`src/rtl/spi_reg_ctrl.sv`:
```
// Transaction controller behind an SPI slave byte engine: command/address/data parsing and register bus.
// Optional address auto-increment when SPI_REG_AUTOINC_EN is defined (otherwise fixed FIFO-style address).
module spi_reg_ctrl #(
   parameter int          ADDR_W   = 4,
   parameter int          NUM_REGS = 16,
   parameter logic [7:0]  RD_FILL  = 8'hFF
) (
   input  logic              clk,
   input  logic              rst_n,
   input  logic              ssel_active,
   input  logic              rx_valid,
   input  logic [7:0]        rx_byte,
   output logic              tx_load,
   output logic [7:0]        tx_byte,
   output logic              reg_wr,
   output logic              reg_rd,
   output logic [ADDR_W-1:0] reg_addr,
   output logic [7:0]        reg_wdata,
   input  logic [7:0]        reg_rdata,
   output logic              busy,
   output logic              err
);

   typedef enum logic [2:0] {
      ST_IDLE,
      ST_CMD,
      ST_WDATA,
      ST_RFETCH,
      ST_RLOAD,
      ST_RDATA
   } state_t;

   localparam logic [ADDR_W-1:0] LAST_ADDR = ADDR_W'(NUM_REGS - 1);

   state_t              r_state;
   logic [ADDR_W-1:0]   r_addr;
   logic                r_wr_adv;
   logic                r_tx_load;
   logic [7:0]          r_tx_byte;
   logic                r_reg_wr;
   logic                r_reg_rd;
   logic [7:0]          r_reg_wdata;
   logic                r_busy;
   logic                r_err;

   logic [ADDR_W-1:0]   w_adv_addr;
   logic [ADDR_W-1:0]   w_wr_base;
   logic [ADDR_W-1:0]   w_cmd_addr;

   function automatic logic in_range(input logic [ADDR_W-1:0] a);
      return 32'(a) < 32'(NUM_REGS);
   endfunction

`ifdef SPI_REG_AUTOINC_EN
   assign w_adv_addr = (r_addr == LAST_ADDR) ? '0 : r_addr + ADDR_W'(1);
`else
   assign w_adv_addr = r_addr;
`endif

   // A write strobe is issued at the current address; the advance lands the cycle after it.
   assign w_wr_base  = r_wr_adv ? w_adv_addr : r_addr;
   assign w_cmd_addr = rx_byte[ADDR_W-1:0];

   always_ff @(posedge clk or negedge rst_n) begin
      if (!rst_n) begin
         r_state     <= ST_IDLE;
         r_addr      <= '0;
         r_wr_adv    <= 1'b0;
         r_tx_load   <= 1'b0;
         r_tx_byte   <= 8'h00;
         r_reg_wr    <= 1'b0;
         r_reg_rd    <= 1'b0;
         r_reg_wdata <= 8'h00;
         r_busy      <= 1'b0;
         r_err       <= 1'b0;
      end else begin
         // NOTE: strobes default low every cycle, so any branch that raises one yields a single-cycle pulse.
         r_tx_load <= 1'b0;
         r_reg_wr  <= 1'b0;
         r_reg_rd  <= 1'b0;
         r_wr_adv  <= 1'b0;
         if (!ssel_active) begin
            r_state <= ST_IDLE;
            r_busy  <= 1'b0;
         end else begin
            case (r_state)
               ST_IDLE: begin
                  r_state <= ST_CMD;
                  r_busy  <= 1'b1;
               end
               ST_CMD: begin
                  if (rx_valid) begin
                     r_addr <= w_cmd_addr;
                     if (rx_byte[7]) begin
                        r_state  <= ST_RFETCH;
                        r_reg_rd <= in_range(w_cmd_addr);
                        if (!in_range(w_cmd_addr)) r_err <= 1'b1;
                     end else begin
                        r_state <= ST_WDATA;
                     end
                  end
               end
               ST_WDATA: begin
                  r_addr <= w_wr_base;
                  if (rx_valid) begin
                     r_reg_wr    <= in_range(w_wr_base);
                     r_reg_wdata <= rx_byte;
                     r_wr_adv    <= 1'b1;
                     if (!in_range(w_wr_base)) r_err <= 1'b1;
                  end
               end
               ST_RFETCH: begin
                  r_state <= ST_RLOAD;
                  if (rx_valid) r_err <= 1'b1;
               end
               ST_RLOAD: begin
                  r_tx_byte <= in_range(r_addr) ? reg_rdata : RD_FILL;
                  r_tx_load <= 1'b1;
                  r_state   <= ST_RDATA;
                  if (rx_valid) r_err <= 1'b1;
               end
               ST_RDATA: begin
                  if (rx_valid) begin
                     r_addr   <= w_adv_addr;
                     r_reg_rd <= in_range(w_adv_addr);
                     if (!in_range(w_adv_addr)) r_err <= 1'b1;
                     r_state  <= ST_RFETCH;
                  end
               end
               default: r_state <= ST_IDLE;
            endcase
         end
      end
   end

   assign tx_load   = r_tx_load;
   assign tx_byte   = r_tx_byte;
   assign reg_wr    = r_reg_wr;
   assign reg_rd    = r_reg_rd;
   assign reg_addr  = r_addr;
   assign reg_wdata = r_reg_wdata;
   assign busy      = r_busy;
   assign err       = r_err;

endmodule
```
`config.mk`:
```
export PLATFORM = sky130hd
export DESIGN_NAME = spi_reg_ctrl
export DESIGN_NICKNAME = d
export VERILOG_FILES = /design/src/rtl/spi_reg_ctrl.sv
export SDC_FILE = /design/constraint.sdc
export NUM_CORES = 1
export LEC_CHECK = 0
export BUFFER_PORTS_ARGS = -buffer_cell sky130_fd_sc_hd__buf_4
export CAP_MARGIN = 10
export CORE_ASPECT_RATIO = 0.5
export CORE_MARGIN = 2
export CORE_UTILIZATION = 40
export CTS_CLUSTER_SIZE = 12
export DETAILED_ROUTE_END_ITERATION = 10
export MAX_ROUTING_LAYER = met4
export PLACE_DENSITY = 0.71
export SLEW_MARGIN = 20
export SYNTH_ARGS = -nofsm -noshare
export SYNTH_HDL_FRONTEND = slang
export SYNTH_SLANG_ARGS = --single-unit
```
`constraint.sdc`:
```
create_clock -name clk -period 2.7 [get_ports clk]
set_clock_uncertainty 0.05 [all_clocks]
set_input_delay 0.27 -clock clk [delete_from_list [all_inputs] [get_ports clk]]
set_output_delay 0.27 -clock clk [all_outputs]
set_load 0.01 [all_outputs]
```
After elaboration in Yosys (flattened, before gate mapping)
Cells that the tools add are included.
{ "totals": {"word_cells": 41, "input_bits": 20, "ff_bits": 28, "output_inout_bits": 25} }
{ "op_classes": {"eq_ne": 9, "n_mux": 16, "n_reduce_logical": 7} }
{ "ops": {"columns": ["operator", "n"], "rows": [
  ["3-bit one-hot mux with 6 select lines", 1],
  ["3-bit AND reduction", 4],
  ["1-bit 2-to-1 mux", 11],
  ["3-bit 2-to-1 mux", 3],
  ["3-bit by 2-bit equality test with 1-bit output, second input constant", 2],
  ["3-bit equality test, second input constant", 2],
  ["3-bit != test, second input constant", 2],
  ["3-bit by 1-bit equality test with 1-bit output, second input constant", 1],
  ["3-bit logical NOT", 1],
  ["2-bit by 1-bit != test with 1-bit output, second input constant", 1],
  ["2-bit != test, second input constant", 1],
  ["1-bit one-hot mux with 2 select lines", 1],
  ["2-bit AND reduction", 1],
  ["2-bit OR reduction", 1]
]} }

Logic depth before layout (Yosys ltp)
Gate-level depths: netlist of the first run.
{ "depth": {"depth_word": 4, "ltp_mapped": 4, "depth_no_buf": 3} }

Worst setup path before layout of the first run
No wires, ideal clock.
{ "synth_timing": {"path_type": "register to register", "startpoint": "reg r_state[0]", "endpoint": "reg r_reg_wdata[0], in the netlist reg_wdata[0]", "synth_period_minus_slack_ps": 1531, "arrival_time_ps": 1356, "t_required_ps": 2525, "path_slack_ps": 1169, "setup_time_ps": 125, "stages_incl_launch_ff": 4, "n_path_buf": 1, "cell_sequence": "dfrtp_1 > buf_2 > nor4b_4 > mux2_2"} }
{ "synth_between": {"elab_chain_len": 2} }
{ "synth_lines": {"columns": ["element", "line", "source"], "rows": [
  ["from (decl)", "35", "state_t r_state;"],
  ["from (signal assigned)", "66", "r_state <= ST_IDLE;"],
  ["from (signal assigned)", "83", "r_state <= ST_IDLE;"],
  ["from (signal assigned)", "88", "r_state <= ST_CMD;"],
  ["3-bit by 2-bit equality test with 1-bit output", "86", "case (r_state)"],
  ["3-bit AND reduction (no source line)", null, null],
  ["to (signal assigned)", "107", "r_reg_wdata <= rx_byte;"],
  ["to (decl)", "42", "logic [7:0] r_reg_wdata;"]
]} }
No other way between the ends.
A chain may end at the register's enable or synchronous reset.

Worst setup path in the final report of the first run
{ "layout_timing": {"startpoint": "reg r_state[0]", "endpoint": "reg r_reg_wdata[3], in the netlist reg_wdata[3]"} }
Same word-level chain as after synthesis.

==> results.json, run 1 <==
{
  "yosysSeqAreaShare_pct": 64.2,
  "worst_slew_pin_slew_ps": 600,
  "criticalPathCategory": "flop to flop",
  "cp_data_required_time_ps": 2810,
  "holdCritPathClass": "input port to flop",
  "p_leak_nw": 0.724,
  "io_buffers": 44,
  "irDropWorstVdd_mv": 0.325,
  "ioPinCount": 45,
  "slowest_stage": "nor4b_4",
  "htreeDepth": 1,
  "path_max_fanout": 9,
  "tns_ps": 0,
  "grt_max_degree": 29,
  "cts_sinks": 28,
  "rsz0062_at_grt": "no",
  "synthCells": 70,
  "crit_start": "r_state[0]",
  "crit_path_cell_trace": "nor4b_4 -> mux2_2",
  "fp.dieArea_sq_um": 3190,
  "fin_crit_sh_pct": 62.0,
  "clkTransAtPathRegs_ps": 90,
  "p_sw_share_pct": 26.1,
  "rows": 13,
  "die_y_um": 40.9,
  "ctsResizeCount": 0,
  "numCtsBuffers": 3,
  "fp.dieW_um": 77.9,
  "final_common_cell": "buf_4",
  "max-slew-margin-rel_pct": 59.8,
  "cp-endpoint": "reg_wdata[3]",
  "via_per_inst": 4.71,
  "dp.cells": 149,
  "ant_nets": 0,
  "clkPwrFrac_pct": 21.6,
  "grt_pass1_vias": 687,
  "diodes": 0,
  "core-area_sq_um": 2590,
  "power_switching_uw": 303,
  "num_vias": 726,
  "r2r-start": "r_state[0]",
  "finalPower_mw": 1.16,
  "drive_gt1_share_pct": 63.2,
  "start_util_pct": 42.2,
  "cts_hold_buf": 1,
  "mappedNetlistArea_sq_um": 1090,
  "endpoint_kind": "flop",
  "final_cell_mix": "buf_4 (44), dfrtp_1 (28), mux2_2 (20)",
  "drt-pass1-iter-count": 2,
  "gp_congestion": 0.742,
  "layoutNonFillerInstCount": 154,
  "grt_pass1_wl_um": 3210,
  "rr_worst_depth": 2,
  "final_nets": 138,
  "yosys.cell_types.count": 19,
  "grt.overflow.total": 0,
  "syn_area_per_cell_sq_um": 15.6,
  "setup_violations": 0,
  "area_delta_synth_final_pct": 39.6,
  "max_freq_ghz": 0.597,
  "dpl.hpwl_um": 1510,
  "post-cts-setup-buffers": 0,
  "slowest_delay_ps": 620,
  "syn_nets": 90,
  "synth_edf_count": 0,
  "clkLatencyLatePin_ps": 270,
  "reg2reg_to": "reg_wdata[3]",
  "setup_ws_ps": 1030,
  "startpoint_type": "flop",
  "dp_slack_ps": 1010,
  "fin_crit_ps": 1670,
  "slew_violations": 0,
  "first_iter_violations": 46,
  "antenna_found_initial": 0,
  "internal_power_uw": 857,
  "async_flop_share_pct": 100,
  "status": "finished, final reports clean",
  "drc": 0,
  "ys_seq_elements": 28,
  "hold_viol": 0,
  "wl_per_cell_um": 12.9,
  "cts_buffer_depth": 2,
  "power_frac_seq_pct": 49.3,
  "gr-usage-all-layers_pct": 14.0,
  "cp.arrival_ps": 1780,
  "reg2reg_slack_ps": 1030,
  "fin_util_pct": 58.9,
  "tritoncts": "built",
  "power_density_nw_per_um2": 762,
  "p_comb_share_pct": 29.1,
  "clockRootBuffer": "clkbuf_8",
  "finalWirelength_um": 1990,
  "ys.flop_type": "dfrtp_1",
  "maxCapViolations": 0,
  "yosys_warnings": 0
}
==> per-stage QoR <==
| stage | cell area [sq um] | hold WS (ps) |
|---|---|---|
| floorplan | 1090 | -75.6 |
| global placement | 1460 | 156 |
| detailed placement | 1460 | 156 |
| CTS | 1520 | 169 |
| global route | 1520 | 164 |
| finish | 1520 | 172 |
==> kinds of logic (layout without fill, tap and decap cells) <==
logic type | after synthesis | count (layout) | synth area share (%)
buf+inv | 2 | 49 | 0.917
mux | 20 | 20 | 20.6
compound gates | 6 | 6 | 3.90
simple gates | 14 | 14 | 10.3
flops | 28 | 28 | 64.2
==> power by group through the flow <==
| stage | Combinational, mW | Sequential [mW] | Clock, mW |
|---|---|---|---|
| after floorplan | 0.102 | 0.620 | 0 |
| after global placement | 0.341 | 0.576 | 0 |
| after detailed placement | 0.343 | 0.582 | 0 |
| after CTS | 0.344 | 0.573 | 0.263 |
| after global routing | 0.365 | 0.588 | 0.280 |
| final | 0.338 | 0.571 | 0.251 |
==> routing by layer <==
| metal | vias up | track usage, % | wire length (um) |
|---|---|---|---|
| met5 | - | - | 0 |
| met3 | 0 | 3.96 | 80 |
| met2 | 13 | 24.1 | 1020 |
| met4 | 0 | 2.68 | 0 |
| li1 | 344 | - | - |
| met1 | 369 | 17.4 | 889 |
==> worst min path at each step <==
stage | start | end | slack [ps] | cells after the start
floorplan | rst_n | busy | -80 | 0
global placement | rst_n | reg_wdata[4] | 160 | 1
CTS | reg_rdata[0] | tx_byte[0] | 170 | 2
detailed placement | rst_n | reg_wdata[4] | 160 | 1
finish | reg_rdata[0] | tx_byte[0] | 170 | 2
global route | reg_rdata[6] | tx_byte[6] | 160 | 2
==> cell type report <==
class	count	area [sq um]
fill	216	1060
sequential	28	701
multi-input combinational	40	380
timing repair buffer	45	340
clock buffer	4	55.1
tap	37	46.3
==> worst max-delay path: cells and delay by family, from the launching register on <==
family,cells,cell delay (ps)
simple gates,1,620
flops,1,480
mux,1,400
==> synth_stat cells, types with 2 or more instances <==
master	n	share of area [%]
nand3b_1	3	2.1
nand2b_1	2	1.1
nor3_1	2	0.92
dfrtp_1	28	64
mux2_2	20	21
a21boi_0	2	1.4
==> flip-flops by register name, indices dropped and copies added, names as in the netlist <==
register and cells:
busy 1, reg_rd 1, tx_load 1, r_state 3, reg_addr 4, reg_wr 1
reg_wdata 8, tx_byte 8, err 1
Note: power is estimated with default switching activity, not from simulation.
==> inputs of run 2 (changes only) <==
ABC_AREA = 1   (was default)
PLACE_DENSITY = 0.7   (was 0.71)
clock period = 1.74 ns   (was 2.7 ns; I/O delays follow)
==> results.json, run 2 <==
{
  "path_max_fanout": 8,
  "syn_area_per_cell_sq_um": 8.81,
  "endpoint_kind": "flop",
  "reg2reg_to": "tx_byte[3]",
  "post-cts-setup-buffers": 0,
  "power_density_nw_per_um2": 1280,
  "maxCapViolations": 0,
  "reg2reg_slack_ps": 490,
  "slowest_delay_ps": 470,
  "worstHoldPathCells": 3,
  "slew_violations": 0,
  "gp_congestion": 0.818,
  "holdCritPathClass": "input port to flop",
  "status": "finished, final reports clean",
  "setup_violations": 0,
  "tritoncts": "built",
  "fp.dieArea_sq_um": 3410,
  "yosys-top-cells-area": "dfrtp_1 (60%), nand2_1 (20%), nand4_1 (5.3%), nand3_1 (3.4%), inv_2 (1.9%)",
  "io_buffers": 44,
  "tns_ps": 0,
  "start_util_pct": 43.7,
  "final_nets": 200,
  "cp_num_buf_inv": 0,
  "syn_nets": 153,
  "wl_per_cell_um": 10.9,
  "post-synth-top-count-cell": "nand2_1",
  "cp_data_required_time_ps": 1860,
  "min_from": "reg_rdata[2]",
  "core-area_sq_um": 2680,
  "grt.overflow.total": 0,
  "ctsResizeCount": 0,
  "cts_sinks": 28,
  "synthCells": 133,
  "final_cell_mix": "nand2_1 (62), buf_4 (44), dfrtp_1 (28)",
  "fin_crit_sh_pct": 72.0,
  "htreeDepth": 1,
  "yosys_warnings": 0,
  "finalWirelength_um": 2350,
  "yosys.cell_types.count": 16,
  "async_flop_share_pct": 100,
  "die_y_um": 42.3,
  "irDropWorstVdd_mv": 0.712,
  "whs_ps": 45.1,
  "yosysSeqAreaShare_pct": 59.8,
  "grt_pass1_vias": 909,
  "ioPinCount": 45,
  "clkLatencyLatePin_ps": 270,
  "slowest_stage": "dfrtp_1",
  "cts_buffer_depth": 2,
  "startpoint_type": "flop",
  "max_freq_ghz": 0.799,
  "drt-pass1-iter-count": 4,
  "worst_slew_pin_slew_ps": 343,
  "hold_viol": 0,
  "antenna_found_initial": 0,
  "rr_worst_depth": 4,
  "critPathTopFamily": "simple AND/OR/NAND/NOR gates",
  "drc": 0,
  "grt_max_degree": 29,
  "synth_edf_count": 0,
  "synthTopCellsByCount": "nand2_1 (62), dfrtp_1 (28), nand4_1 (10)",
  "ys.flop_type": "dfrtp_1",
  "yosysTopAreaCellShare_pct": 59.8,
  "clockRootBuffer": "clkbuf_8",
  "criticalPathCategory": "flop to flop",
  "synth_top_area_cell": "dfrtp_1",
  "area_delta_synth_final_pct": 36.2,
  "rsz0062_at_grt": "no",
  "cp.arrival_ps": 1370,
  "p_leak_nw": 0.897,
  "dpl.hpwl_um": 1730,
  "fp.dieW_um": 80.6,
  "first_iter_violations": 47,
  "ys_seq_elements": 28,
  "num_vias": 968,
  "min_to": "tx_byte[2]",
  "drive_gt1_share_pct": 32.4,
  "crit_top_cell": "nand2_1",
  "diodes": 0,
  "r2r-start": "r_state[0]",
  "numCtsBuffers": 3,
  "rows": 13,
  "final_common_cell": "nand2_1",
  "grt_pass1_wl_um": 4000,
  "crit_path_cell_trace": "nor2_1 -> nand3_1 -> nand2_1 -> nand2_1",
  "clkTransAtPathRegs_ps": 90,
  "mappedNetlistArea_sq_um": 1170,
  "max-slew-margin-rel_pct": 77.1,
  "gr-usage-all-layers_pct": 15.8,
  "fin_crit_ps": 1250,
  "via_per_inst": 4.48,
  "ant_nets": 0
}
-- run 2: changes by cell type after synthesis, moves of 2 or more --
| cell | delta |
|---|---|
| a21boi_0 | -2 |
| inv_1 | +4 |
| inv_2 | +6 |
| mux2_2 | -20 |
| nand2_1 | +61 |
| nand2b_1 | -2 |
| nand3_1 | +8 |
| nand3b_1 | -3 |
| nand4_1 | +10 |
| nor2_1 | +3 |
| nor2_4 | +2 |
-- run 2: worst max path at each step --
stage | depth (start not counted) | start | end
after floorplan | 5 | r_state[2] | reg_wdata[0]
after global placement | 4 | r_state[0] | tx_byte[1]
after detailed placement | 4 | r_state[0] | tx_byte[2]
after CTS | 4 | r_state[0] | tx_byte[2]
after global routing | 4 | r_state[0] | tx_byte[1]
final | 4 | r_state[0] | tx_byte[3]
-- run 2: cells by family after synthesis --
logic type / synth area share [%]
AOI/OAI and AO/OA: 1.28
DFF: 59.8
buffers and inverters: 4.70
and+or+nand+nor: 34.3
-- run 2: per-stage QoR --
step / instances / utilization [%] / cell area [sq um] / worst slack [ps] / power (mW)
after floorplan: 133 / - / 1170 / 644 / 1.28
after global placement: 211 / 57.1 / 1530 / 456 / 1.66
final: 216 / 59.5 / 1600 / 488 / 2.04
after CTS: 216 / 59.5 / 1600 / 473 / 2.07
after detailed placement: 211 / 57.1 / 1530 / 491 / 1.67
after global routing: 216 / 59.5 / 1600 / 356 / 2.18
-- run 2: per-layer routing --
layer  global-route usage (%)  share of wire [%]  vias up
met5                        -                  0        -
met4                     4.07                  0        0
met3                     4.53                4.6        0
met2                     23.8                 48       21
met1                     21.1                 47      432
li1                         -                  -      515
-- run 2: area by class of cell --
| cell class | count | area [sq um] |
|---|---|---|
| clock buffers | 4 | 55.1 |
| fillers | 255 | 1090 |
| inverters | 10 | 37.5 |
| multi-input cells | 92 | 417 |
| flip-flops and latches | 28 | 701 |
| well taps | 37 | 46.3 |
| repair buffers | 45 | 340 |
-- run 2: worst min-delay path: stages --
cell and delay [ps]:
buf_4 70, nand2_1 40, nand2_1 50
-- run 2: what timing repair did --
action                                 in CTS  in global routing
endpoints found under the hold margin      28                  0
hold buffers                                1                  0
setup endpoints to repair                   0                  0
-- run 2: power breakdown --
group | switching [mW] | total [mW] | internal (mW)
logic | 0.332 | 0.680 | 0.348
clock network | 0.190 | 0.392 | 0.202
registers | 0.121 | 0.969 | 0.848
==> inputs of run 3 (changes only) <==
clock period = 1.2 ns   (was 1.74 ns; I/O delays follow)
==> results.json, run 3 (synthesized netlist as in run 2, its figures left out) <==
{
  "fp.dieArea_sq_um": 3410,
  "tritoncts": "built",
  "critPathTopFamily": "simple AND/OR/NAND/NOR gates",
  "cp_num_buf_inv": 1,
  "startpoint_type": "flop",
  "irDropWorstVdd_mv": 1.16,
  "reg2reg_slack_ps": 60,
  "final_common_cell": "nand2_1",
  "slowest_stage": "dfrtp_2",
  "via_per_inst": 4.59,
  "die_y_um": 42.3,
  "p_leak_nw": 0.949,
  "clkLatencyLatePin_ps": 270,
  "rows": 13,
  "status": "finished, final reports clean",
  "io_buffers": 44,
  "max_freq_ghz": 0.878,
  "final_cell_mix": "nand2_1 (62), buf_4 (48), dfrtp_1 (25)",
  "grt.overflow.total": 0,
  "final_nets": 213,
  "fillers": 232,
  "dpl.hpwl_um": 1730,
  "fin_crit_sh_pct": 94.9,
  "design_area_sq_um": 1720,
  "antenna_found_initial": 0,
  "min_from": "rx_byte[1]",
  "num_vias": 1050,
  "criticalPathCategory": "flop to flop",
  "diodes": 0,
  "hold_viol": 0,
  "maxCapViolations": 0,
  "rr_worst_depth": 5,
  "cts_buffer_depth": 2,
  "placed_cell_area_sq_um": 1550,
  "cp_data_required_time_ps": 1370,
  "power_density_nw_per_um2": 1760,
  "grt_pass1_vias": 965,
  "min_to": "reg_addr[1]",
  "crit_path_cell_trace": "inv_2 -> nand2_1 -> nor2_2 -> nand2_1 -> nand2_1",
  "drt-pass1-iter-count": 4,
  "gr-usage-all-layers_pct": 16.9,
  "r2r-start": "r_state[0]",
  "whs_ps": 45.8,
  "crit_top_cell": "nand2_1",
  "first_iter_violations": 72,
  "setup_ws_ps": 60.8,
  "slew_violations": 0,
  "slowest_delay_ps": 470,
  "max-slew-margin-rel_pct": 76.7,
  "endpoint_kind": "flop",
  "ioPinCount": 45,
  "dp_slack_ps": -12.4,
  "start_util_pct": 43.7,
  "wl_per_cell_um": 11.0,
  "dp.cells": 213,
  "worst_slew_pin_slew_ps": 350,
  "drc": 0,
  "htreeDepth": 1,
  "worstHoldPathCells": 3,
  "drive_gt1_share_pct": 35.4,
  "fp.dieW_um": 80.6,
  "gp_congestion": 0.799,
  "fin_util_pct": 64.2,
  "grt_pass1_wl_um": 4370,
  "setup_violations": 0,
  "core-area_sq_um": 2680,
  "area_delta_synth_final_pct": 47.1,
  "fin_crit_ps": 1140,
  "finalWirelength_um": 2530,
  "regArea_sq_um": 704,
  "clkTransAtPathRegs_ps": 90,
  "cp.arrival_ps": 1310,
  "grt_max_degree": 29,
  "tns_ps": 0,
  "reg2reg_to": "tx_byte[2]",
  "finalPower_mw": 3.03,
  "holdCritPathClass": "input port to flop",
  "layoutNonFillerInstCount": 229,
  "ant_nets": 0,
  "multi_input_comb_area_sq_um": 430,
  "clockRootBuffer": "clkbuf_8",
  "numCtsBuffers": 3,
  "path_max_fanout": 6,
  "cts_sinks": 28
}
## run 3: changes by cell type in the layout (fill, tap and decap cells not counted)
cell,delta
buf_4,+4
dfrtp_1,-3
dfrtp_2,+3
dlygate4sd3_1,+8
nand3_1,-1
nand3_2,+1
nor2_1,-1
nor2_2,+2
## run 3: where the power goes
part / internal (mW) / switching, mW / total, mW
registers: 1.23 / 0.182 / 1.41
clock network: 0.294 / 0.283 / 0.576
logic: 0.542 / 0.502 / 1.04
total: 2.07 / 0.966 / 3.03
## run 3: layout make-up
| class | instances | area share, % |
|---|---|---|
| Tap cell | 37 | 2.69 |
| Timing Repair Buffer | 57 | 26.1 |
| Multi-Input combinational cell | 93 | 25.0 |
| Clock buffer | 4 | 3.19 |
| Sequential cell | 28 | 40.9 |
| Inverter | 10 | 2.18 |
## run 3: routing by layer
metal  global-route usage (%)  part of all wire (%)  up-vias
met4                     3.05                  0.59        0
met1                     22.9                    49      478
met2                     25.5                    46       23
met3                     5.17                   3.9        2
met5                        -                     0        -
li1                         -                     -      547
## run 3: worst max-delay path by stage
stage,startpoint,end,slack (ps),cells past startpoint
floorplan,r_state[2],reg_wdata[0],100,5
global placement,r_state[0],tx_byte[1],20,4
detailed placement,r_state[0],tx_byte[3],-10,4
CTS,r_state[2],reg_addr[0],20,6
global route,r_state[2],reg_addr[2],-4,6
finish,r_state[0],tx_byte[2],60,5
## run 3: worst register-to-register path, delay by kind of cell, from the launching register on
kind | cells | cell delay [ps]
flip-flops | 1 | 470
AND/OR/NAND/NOR | 4 | 490
buffers and inverters | 1 | 80
## run 3: repair_timing
action,CTS,global route
cloned,0,1
buffers inserted,0,2
endpoints found under the setup margin,8,17
endpoints found under the hold margin,36,0
pin swaps,0,1
hold buffers,9,0
gates resized for setup,1,4
